## config.mk

```make
export PLATFORM = sky130hd
export DESIGN_NAME = dcnt_ctrl
export DESIGN_NICKNAME = d
export VERILOG_FILES = /design/src/rtl/dcnt_pkg.sv /design/src/rtl/dcnt_core.sv /design/src/rtl/dcnt_ctrl.sv
export SDC_FILE = /design/constraint.sdc
export NUM_CORES = 1
export LEC_CHECK = 0
export CAP_MARGIN = 20
export CORE_MARGIN = 4
export CORE_UTILIZATION = 44
export CTS_BUF_LIST = sky130_fd_sc_hd__clkbuf_8 sky130_fd_sc_hd__clkbuf_16
export CTS_CLUSTER_SIZE = 20
export DETAILED_ROUTE_END_ITERATION = 10
export PLACE_DENSITY = 0.77
export REMOVE_ABC_BUFFERS = 1
export SYNTH_ARGS = -nofsm -noshare
export SYNTH_HDL_FRONTEND = slang
export SYNTH_SLANG_ARGS = --single-unit
```

## constraint.sdc

```tcl
create_clock -name clk -period 1.9 [get_ports clk]
set_clock_uncertainty 0.05 [all_clocks]
set_input_delay 0.285 -clock clk [delete_from_list [all_inputs] [get_ports clk]]
set_output_delay 0.285 -clock clk [all_outputs]
set_load 0.1 [all_outputs]
```

## src/rtl/dcnt_pkg.sv

```systemverilog
`default_nettype none
// ---------------------------------------------------------------------------
// dcnt_pkg : shared state encoding and default sizes for the dcnt timer
// Revision : 1.0
// ---------------------------------------------------------------------------
package dcnt_pkg;

  localparam int DEF_WIDTH  = 3;
  localparam int DEF_PCNT_W = 8;

  typedef enum logic [1:0] {
    ST_IDLE = 2'd0,
    ST_RUN  = 2'd1,
    ST_HOLD = 2'd2
  } state_t;

endpackage
`default_nettype wire

```

## src/rtl/dcnt_core.sv

```systemverilog
`default_nettype none
// ---------------------------------------------------------------------------
// dcnt_core : WIDTH-bit loadable down counter with terminal (==1) flag
// Revision  : 1.0
// ---------------------------------------------------------------------------
module dcnt_core
  import dcnt_pkg::*;
#(
  parameter int WIDTH = DEF_WIDTH
) (
  input  logic             clk,
  input  logic             rst_n,
  input  logic             load,
  input  logic [WIDTH-1:0] load_val,
  input  logic             dec,
  output logic [WIDTH-1:0] count,
  output logic             is_one
);

  logic [WIDTH-1:0] cnt;

  // Decrement is guarded at zero so the counter can never wrap.
  always_ff @(posedge clk or negedge rst_n) begin
    if (!rst_n) begin
      cnt <= '0;
    end else if (load) begin
      cnt <= load_val;
    end else if (dec && (cnt != '0)) begin
      cnt <= cnt - 1'b1;
    end
  end

  assign count  = cnt;
  assign is_one = (cnt == WIDTH'(1));

endmodule
`default_nettype wire

```

## src/rtl/dcnt_ctrl.sv

```systemverilog
`default_nettype none
// ---------------------------------------------------------------------------
// dcnt_ctrl : config, FSM, period counter and pulse generation for dcnt_core
// Revision  : 1.0
// ---------------------------------------------------------------------------
module dcnt_ctrl
  import dcnt_pkg::*;
#(
  parameter int WIDTH  = DEF_WIDTH,
  parameter int PCNT_W = DEF_PCNT_W
) (
  input  logic              clk,
  input  logic              rst,
  input  logic              cfg_valid,
  output logic              cfg_ready,
  input  logic [WIDTH-1:0]  cfg_reload,
  input  logic              cfg_periodic,
  input  logic              start,
  input  logic              hold,
  input  logic              stop,
  output logic [WIDTH-1:0]  count,
  output logic              busy,
  output logic              done,
  output logic              abort,
  output logic [PCNT_W-1:0] period_cnt
);

  state_t           state, next_state;
  logic [WIDTH-1:0] reload_reg;
  logic             periodic_reg;

  logic             load;
  logic [WIDTH-1:0] load_val;
  logic             dec;
  logic             is_one;
  logic             done_nxt;
  logic             abort_nxt;
  logic             pc_clr;
  logic             pc_inc;

  dcnt_core #(.WIDTH(WIDTH)) u_core (
    .clk      (clk),
    .rst_n    (rst),
    .load     (load),
    .load_val (load_val),
    .dec      (dec),
    .count    (count),
    .is_one   (is_one)
  );

  assign cfg_ready = (state == ST_IDLE);
  assign busy      = (state == ST_RUN) || (state == ST_HOLD);

  always_ff @(posedge clk or negedge rst) begin
    if (!rst) begin
      state <= ST_IDLE;
    end else begin
      state <= next_state;
    end
  end

  always_comb begin
    next_state = state;
    load       = 1'b0;
    load_val   = reload_reg;
    dec        = 1'b0;
    done_nxt   = 1'b0;
    abort_nxt  = 1'b0;
    pc_clr     = 1'b0;
    pc_inc     = 1'b0;
    case (state)
      ST_IDLE: begin
        if (start && !stop) begin
          if (reload_reg != '0) begin
            load       = 1'b1;
            pc_clr     = 1'b1;
            next_state = ST_RUN;
          end else begin
            done_nxt = 1'b1;
          end
        end
      end
      ST_RUN: begin
        if (stop) begin
          load       = 1'b1;
          load_val   = '0;
          abort_nxt  = 1'b1;
          next_state = ST_IDLE;
        end else if (hold) begin
          next_state = ST_HOLD;
        end else if (count == '0) begin
          // Only reachable in periodic mode: the cycle after terminal reloads.
          load = 1'b1;
          if (!periodic_reg) begin
            next_state = ST_IDLE;
          end
        end else if (is_one) begin
          dec      = 1'b1;
          done_nxt = 1'b1;
          pc_inc   = 1'b1;
          if (!periodic_reg) begin
            next_state = ST_IDLE;
          end
        end else begin
          dec = 1'b1;
        end
      end
      ST_HOLD: begin
        if (stop) begin
          load       = 1'b1;
          load_val   = '0;
          abort_nxt  = 1'b1;
          next_state = ST_IDLE;
        end else if (!hold) begin
          next_state = ST_RUN;
        end
      end
      default: begin
        next_state = ST_IDLE;
      end
    endcase
  end

  always_ff @(posedge clk or negedge rst) begin
    if (!rst) begin
      reload_reg   <= '0;
      periodic_reg <= 1'b0;
    end else if (cfg_valid && cfg_ready) begin
      reload_reg   <= cfg_reload;
      periodic_reg <= cfg_periodic;
    end
  end

  always_ff @(posedge clk or negedge rst) begin
    if (!rst) begin
      done       <= 1'b0;
      abort      <= 1'b0;
      period_cnt <= '0;
    end else begin
      done  <= done_nxt;
      abort <= abort_nxt;
      if (pc_clr) begin
        period_cnt <= '0;
      end else if (pc_inc && (period_cnt != {PCNT_W{1'b1}})) begin
        period_cnt <= period_cnt + 1'b1;
      end
    end
  end

endmodule
`default_nettype wire

```

* Yosys cells after proc, flatten, opt, wreduce, memory -nomap -nowiden
Index checks and enable logic that the tools add are counted.
** Storage, ports and cells
- Logic and storage cells :: 68
- Output and inout bits :: 15
- Register bits :: 19
** Operators by class
- Eq/ne operators :: 8
- Muxes and demuxes :: 37
- Reductions and logical operators :: 14
- Add/sub/neg operators :: 2
** Operators by type and width (count)
- two-way mux 1 bit :: 19
- two-way mux 2 bit :: 9
- two-way mux 8 bit :: 2
- two-way mux 3 bit :: 4
- adder 8 x 1 -> 8 bit (second input constant) :: 1
- != test 8 bit (second input constant) :: 1
- case mux 2 bit (3 select lines) :: 1
- nonzero test 3 bit :: 2
- != test 5 x 4 -> 1 bit (second input constant) :: 1
- logical AND 1 bit :: 4
- != test 2 x 1 -> 1 bit (second input constant) :: 2
- AND reduction 4 bit :: 1
- nonzero test 2 bit :: 2
- == test 3 x 1 -> 1 bit (second input constant) :: 1
- logical NOT 3 bit :: 1
- != test 3 bit (second input constant) :: 1
- case mux 1 bit (3 select lines) :: 1
- subtractor 3 x 1 -> 3 bit (second input constant) :: 1
- == test 2 x 1 -> 1 bit (second input constant) :: 1
- == test 2 bit (second input constant) :: 1
- logical NOT 2 bit :: 1
- case mux 1 bit (2 select lines) :: 1
- OR reduction 2 bit :: 1
- logical NOT 1 bit :: 1
- logical OR 1 bit :: 1

* Longest topological paths before layout
- Depth after elaboration :: 9
- Gate-level depth with buffers :: 7
- Gate-level depth less buffers :: 6

* Cells and area by module
Synthesis repeated with hierarchy kept, for this count alone.
** Unflattened totals
- Cell total of the unflattened synthesis :: 118
- Area, all modules :: 1169.9 um2
** Modules (own cells, without submodules)
- dcnt_ctrl :: times used 1, area an instance 948.4 um2, seq. area each 400.4 um2, cells an instance 94
- dcnt_core :: times used 1, area an instance 221.5 um2, seq. area each 75.1 um2, cells an instance 24

* Least setup slack after synthesis
OpenSTA, ideal clock, no wires.
- Path kind :: register -> register
- Start :: register u_core.cnt[0], in the netlist u_core.count[0]
- End :: register period_cnt[3]
- Data arrival time :: 2.484 ns
- Stages on the path, launching flop included :: 7
- Path slack :: -0.703 ns
- Period minus slack after synthesis :: 2.603 ns
- Path through :: dfrtp_1 inv_1 ha_1 nor3b_2 o211ai_1 or4_1 nand2_1
** On the way
- Longest elaborated chain between the ends :: 8
- Elaborated cells between the ends (all ways) :: 9
- Those cells by class :: eq/ne (1); mux (5); reduce/logical (3)
** RTL lines
- from (decl) :: line dcnt_core.sv:20 : logic [WIDTH-1:0] cnt;
- from (signal assigned) :: line dcnt_core.sv:27 : cnt <= load_val;
- from (signal assigned) :: line dcnt_core.sv:29 : cnt <= cnt - 1'b1;
- == test 3 x 1 -> 1 bit :: line dcnt_core.sv:34 : assign is_one = (cnt == WIDTH'(1));
- two-way mux 1 bit :: line dcnt_ctrl.sv:97 : end else if (is_one) begin
- two-way mux 1 bit * :: line dcnt_ctrl.sv:91 : end else if (count == '0) begin
- two-way mux 1 bit * :: line dcnt_ctrl.sv:89 : end else if (hold) begin
- two-way mux 1 bit * :: line dcnt_ctrl.sv:84 : if (stop) begin
- two-way mux 1 bit * :: line dcnt_ctrl.sv:71 : case (state)
- logical AND 1 bit * :: line dcnt_ctrl.sv:144 : end else if (pc_inc && (period_cnt != {PCNT_W{1'b1}})) begin
- nonzero test 2 bit (no source line) *
- to (signal assigned) :: line dcnt_ctrl.sv:145 : period_cnt <= period_cnt + 1'b1;
- to (decl) :: line dcnt_ctrl.sv:25 : output logic [PCNT_W-1:0] period_cnt
Mark *: on every way between the ends. The rest lies on a longest branch, timed or not.
A chain may end at the register's enable or synchronous reset.

* Final worst setup path
- Start :: register state[1]
- End :: register period_cnt[7]
** On the way
- Longest elaborated chain between the ends :: 4
- Elaborated cells between the ends (all ways) :: 7
- Those cells by class :: eq/ne (1); mux (3); reduce/logical (3)
** RTL lines
- from (decl) :: line dcnt_ctrl.sv:28 : state_t state, next_state;
- from (signal assigned) :: line dcnt_ctrl.sv:58 : state <= next_state;
- == test 2 x 1 -> 1 bit :: line dcnt_ctrl.sv:71
- two-way mux 1 bit :: line dcnt_ctrl.sv:71
- logical AND 1 bit :: line dcnt_ctrl.sv:144
- nonzero test 2 bit (no source line)
Several ways; a longest one is shown, not always the timed one.

==> reports/results.ini <==
[status]
outcome = complete, no violations

[finish]
fin_cells = 182
antenna_cells = 0
final_cell_mix = buf_4, dfrtp_1, nand2_1
drive_gt1_frac = 0.368
finalNetCount = 171
largest_register_ffs = 8
area_delta_synth_final_pct = 50.8
layout_commonest_cell = buf_4

[timing]
slew_headroom = 0.756
max_freq_ghz = 0.530
hold_viol = 0
fin_ws_ns = 0.0132
min_period_over_period = 0.993
fin_crit_ns = 1.89
setup_viol = 0
slew_violations = 0
worstMarginPinSlew_ns = 0.363

[floorplan]
core-area_mm2 = 0.00245
start_util = 0.460
dieArea_mm2 = 0.00344
fp.dieH_um = 58.7
rows = 18
ioPinCount = 25
die_w_um = 58.7

[setup_path]
crit_path_start_kind = flip-flop
worstSetupPathType = reg -> reg
cp_cell_sequence = inv_2, ha_4, nor3b_4, nand4_1, or3_4, a21oi_2
r2r_slack_ns = 0.01
required_ns = 2.05
crit_path_end_kind = flip-flop
arrival_ns = 2.03
critPathSlowestCell = or3_4
slowest_delay_ns = 0.45
path_max_fanout = 6

[power]
p_per_area_mw_per_mm2 = 1710
peakVddDrop_v = 0.00198
p_leak_nw = 0.802

[yosys]
ys_seq_elements = 19
synth_top_cell_by_area = dfrtp_1
synth_edf_count = 0
syn_area_mm2 = 0.00113
synth_warnings = 0
netlist_instances = 107
async_flop_share = 1.00
avgSynthCellArea_um2 = 10.6
synthTopCellsByArea = dfrtp_1, ha_1, mux2i_1
synth.distinct_cells = 32
synth_top_area_share = 0.421
ys_seq_area_frac = 0.421
synthFlopType = dfrtp_1

[clock_tree]
clk_pin_slew_ns = 0.07
clockBufferDepth = 2
htreeDepth = 1
clock_latency_ns = 0.26
cts_made_buffers = 3
cts-root-buf = clkbuf_8
cts.sinks = 19
tritoncts = built

[global_routing]
grt_first_pass_wirelength_um = 4370
grt_usage = 0.165
antenna_found_initial = 0
overflow = 0
grt_max_degree = 20
grt_pass1_vias = 965

[run]
max-cap-violations = 0

[route]
totalWireLength_um = 2750
viasPerCell = 5.36
drt-initial-drc-count = 28
wire_per_inst_um = 15.1
drc = 0
dr_total_vias = 976
antenna_left = 0
firstDrtPassIters = 4

[placement]
pre_cts_slack_ns = -0.201
hpwl_um = 1930
place.port_buffers = 24
routabilityCongestion = 0.885
numPlacedInstances = 171

[min_path]
worstHoldPathType = in -> async

routing by layer:
metal / vias up / GRT usage / part of all wire
met4: 0 / 0.0583 / 0.015
met2: 14 / 0.295 / 0.54
li1: 473 / - / -
met1: 483 / 0.198 / 0.42
met3: 6 / 0.0285 / 0.026
met5: - / 0 / 0
report_power, final:
group | switching (mW) | total [mW] | leakage, nW | internal [mW]
sequential | 0.115 | 0.645 | 0.247 | 0.530
clock | 0.143 | 0.289 | 0.0255 | 0.146
combinational | 1.19 | 1.99 | 0.530 | 0.797
Yosys cell counts, types with 2 or more instances:
cell and n:
ha_1 8, o21ai_0 7, inv_1 8, mux2_2 5
a21oi_1 4, xor2_1 2, nand2_1 10, o211ai_1 2
or3_1 3, mux2i_1 6, dfrtp_1 19, nand3_1 4
nor2_1 6, nand4_1 3, and3_1 3
area by class of cell:
| type | count | area [µm²] |
|---|---|---|
| Multi-Input combinational cell | 79 | 664 |
| Timing Repair Buffer | 42 | 450 |
| Clock inverter | 1 | 5.00 |
| Clock buffer | 3 | 41.3 |
| Sequential cell | 19 | 475 |
| Inverter | 8 | 30.0 |
| Tap cell | 30 | 37.5 |
| Fill cell | 176 | 751 |
kinds of logic (layout without fill, tap and decap cells):
| family | count (synthesis) | count (layout) | synth area share |
|---|---|---|---|
| and+or+nand+nor | 38 | 38 | 0.219 |
| DFF | 19 | 19 | 0.421 |
| AOI/OAI and AO/OA | 18 | 18 | 0.0986 |
| muxes | 12 | 12 | 0.113 |
| buffers and inverters | 9 | 54 | 0.0365 |
| adders and majority gates | 8 | 8 | 0.0886 |
| xor gates and xnor gates | 3 | 3 | 0.0233 |
per-stage QoR:
step	total power [mW]	cell area (µm²)	TNS [ns]	hold slack (ns)	util
2_1_floorplan	1.87	1120	-7.28	-0.0606	-
3_3_place_gp	2.43	1550	-0.341	0.452	0.633
3_5_place_dp	2.46	1550	-0.879	0.474	0.633
4_1_cts	2.79	1620	0	0.308	0.661
5_1_grt	3.07	1700	-0.161	0.328	0.694
6_report	2.92	1700	0	0.304	0.694
critical path, delay by kind of cell, from the launching register on:
kind	cells	cell delay, ns
buf+inv	1	0.09
flops	1	0.41
simple gates	3	0.98
fa+ha+maj	1	0.15
compound gates	1	0.13
final timing paths:
kind	from	endpoint	cells after the start
min in group clk	reload_reg[2]	reload_reg[2]	1
setup / recovery	state[1]	period_cnt[7]	6
max in group asynchronous	rst	reload_reg[1]	2
hold / removal	rst	period_cnt[4]	2
hold reg to reg	reload_reg[2]	reload_reg[2]	1
setup reg to reg	state[1]	period_cnt[7]	6
timing repair:
| action | CTS | global route |
|---|---|---|
| setup endpoints to repair | 3 | 8 |
| pin swaps | 2 | 3 |
| hold buffers | 0 | 0 |
| cloned | 0 | 0 |
| buffers inserted | 2 | 5 |
| gates resized for setup | 1 | 12 |
Power figures use the tool's default switching activity.
